===== src/rtl/calc_pkg.sv =====
// Shared constants and helpers for the calculator datapath.
// No ports; imported by the register-file modules.
package calc_pkg;

  localparam int unsigned DATA_W = 16;
  localparam int unsigned SEL_W  = 2;
  localparam int unsigned NREG   = 4;

  // One-hot load enables for a register index, all zero when not enabled.
  function automatic logic [NREG-1:0] sel_decode(input logic [SEL_W-1:0] sel,
                                                 input logic             en);
    logic [NREG-1:0] onehot;
    onehot      = '0;
    onehot[sel] = en;
    return onehot;
  endfunction

endpackage


===== src/rtl/regfile_word.sv =====
// Single data word: register with asynchronous active-low clear and load enable.
// Ports:
//   ck  - clock, rising edge
//   res - asynchronous active-low clear
//   en  - load enable; d is captured on the rising edge when high
//   d   - load data
//   q   - stored value
module regfile_word
  import calc_pkg::*;
(
  input  logic              ck,
  input  logic              res,
  input  logic              en,
  input  logic [DATA_W-1:0] d,
  output logic [DATA_W-1:0] q
);

  logic [DATA_W-1:0] r_val;

  // Clear wins over a load presented on the same edge.
  always_ff @(posedge ck or negedge res) begin
    if (!res) begin
      r_val <= '0;
    end else if (en) begin
      r_val <= d;
    end
  end

  assign q = r_val;

endmodule


===== src/rtl/regfile.sv =====
// Four-entry 16-bit register file: one synchronous write port, one
// combinational read port, and a continuous view of every register.
// Ports:
//   ck            - clock, rising edge
//   res           - asynchronous active-low reset, clears all registers
//   d             - write data
//   wsel, we      - write select and active-high write enable
//   rsel          - read select
//   q             - combinational read data, register[rsel]
//   r_out0..3     - combinational view of each register
module regfile
  import calc_pkg::*;
(
  input  logic              ck,
  input  logic              res,
  output logic [DATA_W-1:0] q,
  input  logic [DATA_W-1:0] d,
  input  logic [SEL_W-1:0]  rsel,
  input  logic [SEL_W-1:0]  wsel,
  input  logic              we,
  output logic [DATA_W-1:0] r_out0,
  output logic [DATA_W-1:0] r_out1,
  output logic [DATA_W-1:0] r_out2,
  output logic [DATA_W-1:0] r_out3
);

  logic [NREG-1:0]   w_en;
  logic [DATA_W-1:0] w_words [NREG];

  // Write-port decode into per-word load enables.
  assign w_en = sel_decode(wsel, we);

  for (genvar i = 0; i < int'(NREG); i++) begin : g_word
    regfile_word u_word (
      .ck  (ck),
      .res (res),
      .en  (w_en[i]),
      .d   (d),
      .q   (w_words[i])
    );
  end

  // Read mux; no bypass, so a same-cycle write shows only after the edge.
  always_comb begin
    q = '0;
    case (rsel)
      2'd0:    q = w_words[0];
      2'd1:    q = w_words[1];
      2'd2:    q = w_words[2];
      default: q = w_words[3];
    endcase
  end

  assign r_out0 = w_words[0];
  assign r_out1 = w_words[1];
  assign r_out2 = w_words[2];
  assign r_out3 = w_words[3];

endmodule


===== config.mk =====
export PLATFORM = sky130hd
export DESIGN_NAME = regfile
export DESIGN_NICKNAME = d
export VERILOG_FILES = /design/src/rtl/calc_pkg.sv /design/src/rtl/regfile_word.sv /design/src/rtl/regfile.sv
export SDC_FILE = /design/constraint.sdc
export NUM_CORES = 1
export LEC_CHECK = 0
export BUFFER_PORTS_ARGS = -buffer_cell sky130_fd_sc_hd__buf_2
export CAP_MARGIN = 5
export CORE_UTILIZATION = 45
export DETAILED_ROUTE_END_ITERATION = 10
export PLACE_DENSITY = 0.84
export SLEW_MARGIN = 0
export SYNTH_ARGS = -nofsm -noshare
export SYNTH_HDL_FRONTEND = slang
export SYNTH_HIERARCHICAL = 1
export SYNTH_SLANG_ARGS = --single-unit

===== constraint.sdc =====
create_clock -name ck -period 1.4 [get_ports ck]
set_clock_uncertainty 0.15 [all_clocks]
set_input_delay 0.07 -clock ck [delete_from_list [all_inputs] [get_ports ck]]
set_output_delay 0.07 -clock ck [all_outputs]
set_load 0.02 [all_outputs]

==> key figures <==
Run status
  • Status: finished with violations
  • Failing checks: design-rule violations, negative setup slack

Global route
  • Grt total ovfl: 0
  • Met1 Resource Use GR: a little under a third
  • Gr busiest metal: met2
  • Global routing met3 resource utilization: between 3 and 4%
  • Initial antenna violation count: 0
  • Wire length of the first global-routing pass: 12,700 um
  • Largest net degree at the start of global routing: 65
  • Total GRT Usage: 24.0%
  • GR Util met2: 41.5%
  • Vias in the first global route: 2,394

Finish
  • Layout cell share with drive strength beyond 1: about three quarters
  • Synthesis-to-layout area growth: 48.6%
  • Finished Cell Area: approximately 4500 sq um
  • Max reg flops: between 60 and 70
  • # fillers: between 400 and 500
  • Ant. Diodes: 0
  • Post-layout util: between 70% and 80%
  • Final #Nets: around 370

Synth
  • #FFs+latches synth: between 60 and 70
  • Avg Cell Area, Syn: 19.1 sq um
  • Post-Syn Instances: between 150 and 200
  • Register area share after synthesis: a little over half
  • Syn_nets: 183
  • Yosys Warn Count: 6
  • Mapped Area: 3050 sq um
  • Distinct cells, synth: 11

Placed design
  • Placed inst area: approximately 3600 sq um
  • Port bufs: a little over 100
  • Final GP Congestion: 0.738
  • Dpl hpwl: about 4700 um

CTS
  • CTS buffer count: 9
  • Num Clock Sinks: 64
  • CTS tree: built
  • H-tree Lvls: 3
  • CTS Buffer Depth: 2
  • Clk slew on worst S/H paths: approximately 70 ps
  • Clock Latency Late Sink: around 330 ps
  • Clock Tree Root: clkbuf_8

STA
  • WHS: around 150 ps
  • Worst setup margin: -197 ps
  • Slew of the pin with the lowest slew margin: 466 ps
  • Final Setup Violations: 16
  • Final Cycle Share: 114%
  • Setup TNS: -2850 ps
  • RSZ-0062 raised after global routing: yes
  • Fin crit period: about 1600 ps
  • Slew Viols, Final: 0
  • F_max: 0.626 GHz
  • Final Hold Fails: 0
  • Worst slew margin: 68.9%

Floorplan
  • CORE AREA: 6460 sq um
  • Rows: 29
  • Top Ports: between 100 and 150
  • Die Width: approximately 84 um
  • Effective utilization at floorplan: around 47%
  • Die ar.: between 7000 and 8000 sq um
  • Die Height: ~84 um

Route
  • Drt pass-1 iters: 7
  • Post-Route WL: 8220 um
  • Post-route ant nets: 0
  • Routed len/inst: ~19 um
  • DR DRC count: 7
  • Starting DRT DRC Count: slightly below 100
  • Via Count: 2,225
  • Via density per instance: 5.17

Critical path
  • Worst Path Max Fanout: 2
  • Crit end category: primary output
  • CP arrival: roughly 1400 ps
  • CP Launch Type: flop
  • WS Path Type: reg -> out
  • Critical Path RT: between 1000 and 1500 ps

Pwr
  • Cell Pwr Density: approximately 1500 nW/um^2
  • Total power: 0.00691 W
  • Peak supply drop: around 760 uV
  • Static leakage: between 2 and 2.5 nW

Worst hold path
  • Hold Crit Class: in -> async

Flow run
  • Maximum Capacitance Violations: 0
==> cells in the final DEF (no fill, tap or decap), drive strengths merged <==
master / count
dlygate4sd3: 17
buf: 172
nor3b: 1
clkinv: 1
mux2: 64
mux4: 16
bufinv: 2
and3b: 2
clkbuf: 13
dfrtp: 64
and3: 1
==> layer usage <==
layer / share of wire [%] / vias up
met5: 0 / -
met4: 0.96 / 0
met3: 4.5 / 7
met2: 52 / 92
met1: 43 / 1154
li1: - / 972
==> cells in the mapped netlist <==
cell type,number,area (sq um)
mux2_4,40,601
and3_1,1,6.26
buf_12,5,100
buf_2,2,10.0
mux2_2,24,270
mux4_2,10,225
and3b_1,2,17.5
nor3b_1,1,7.51
dfrtp_1,64,1600
mux4_1,6,158
buf_6,5,56.3
==> cell families after synthesis <==
logic type | Yosys count | share of synthesized area [%]
buf+inv | 12 | 5.45
flops | 64 | 52.5
mux | 80 | 41.1
simple gates | 4 | 1.02
==> final cells by class <==
class                      instances  area, sq um  area share (%)
sequential                        64         1600            35.3
timing repair buffer             189         1360            29.9
multi-input combinational         84         1270            27.9
clock buffer                      13          149            3.28
tap                               77         96.3            2.12
clock inverter                     3         65.1            1.43
==> critical path, stage by stage, from the launching register on <==
cell and delay [ps]:
dfrtp_1 420, mux4_2 480, buf_6 150
==> stage by stage <==
step	std cells	setup slack (ps)
global route	430	-227
floorplan	160	101
global placement	338	103
detailed placement	338	70.5
CTS	418	-210
finish	430	-197
==> path summary, 6_finish.rpt <==
check                                                        start                                  to  slack, ps  cells after the start
worst max register to register   g_word[3].u_word/q[5]$_DFFE_PN0P_   g_word[3].u_word/q[5]$_DFFE_PN0P_        220                      3
worst min register to register  g_word[2].u_word/q[11]$_DFFE_PN0P_  g_word[2].u_word/q[11]$_DFFE_PN0P_        390                      1
max in group asynchronous                                      res   g_word[3].u_word/q[8]$_DFFE_PN0P_        680                      3
min in group ck                                            wsel[1]   g_word[0].u_word/q[4]$_DFFE_PN0P_        150                      4
worst max-delay path             g_word[0].u_word/q[8]$_DFFE_PN0P_                                q[8]       -200                      2
worst min-delay path                                           res  g_word[2].u_word/q[13]$_DFFE_PN0P_        150                      3
==> power breakdown <==
part           internal (W)  leakage (nW)  switching [W]  total [W]
combinational       0.00147          1.37        0.00127    0.00274
clock               0.00105         0.108       0.000684    0.00174
sequential          0.00220         0.757       0.000236    0.00244
==> what timing repair did <==
action                                  4_1_cts  5_1_grt
endpoints found under the hold margin       128        0
gates resized for setup                      38        0
endpoints found under the setup margin       16       16
hold buffers                                 17        0
buffers inserted                             47       12
(Power assumes the default switching activity.)
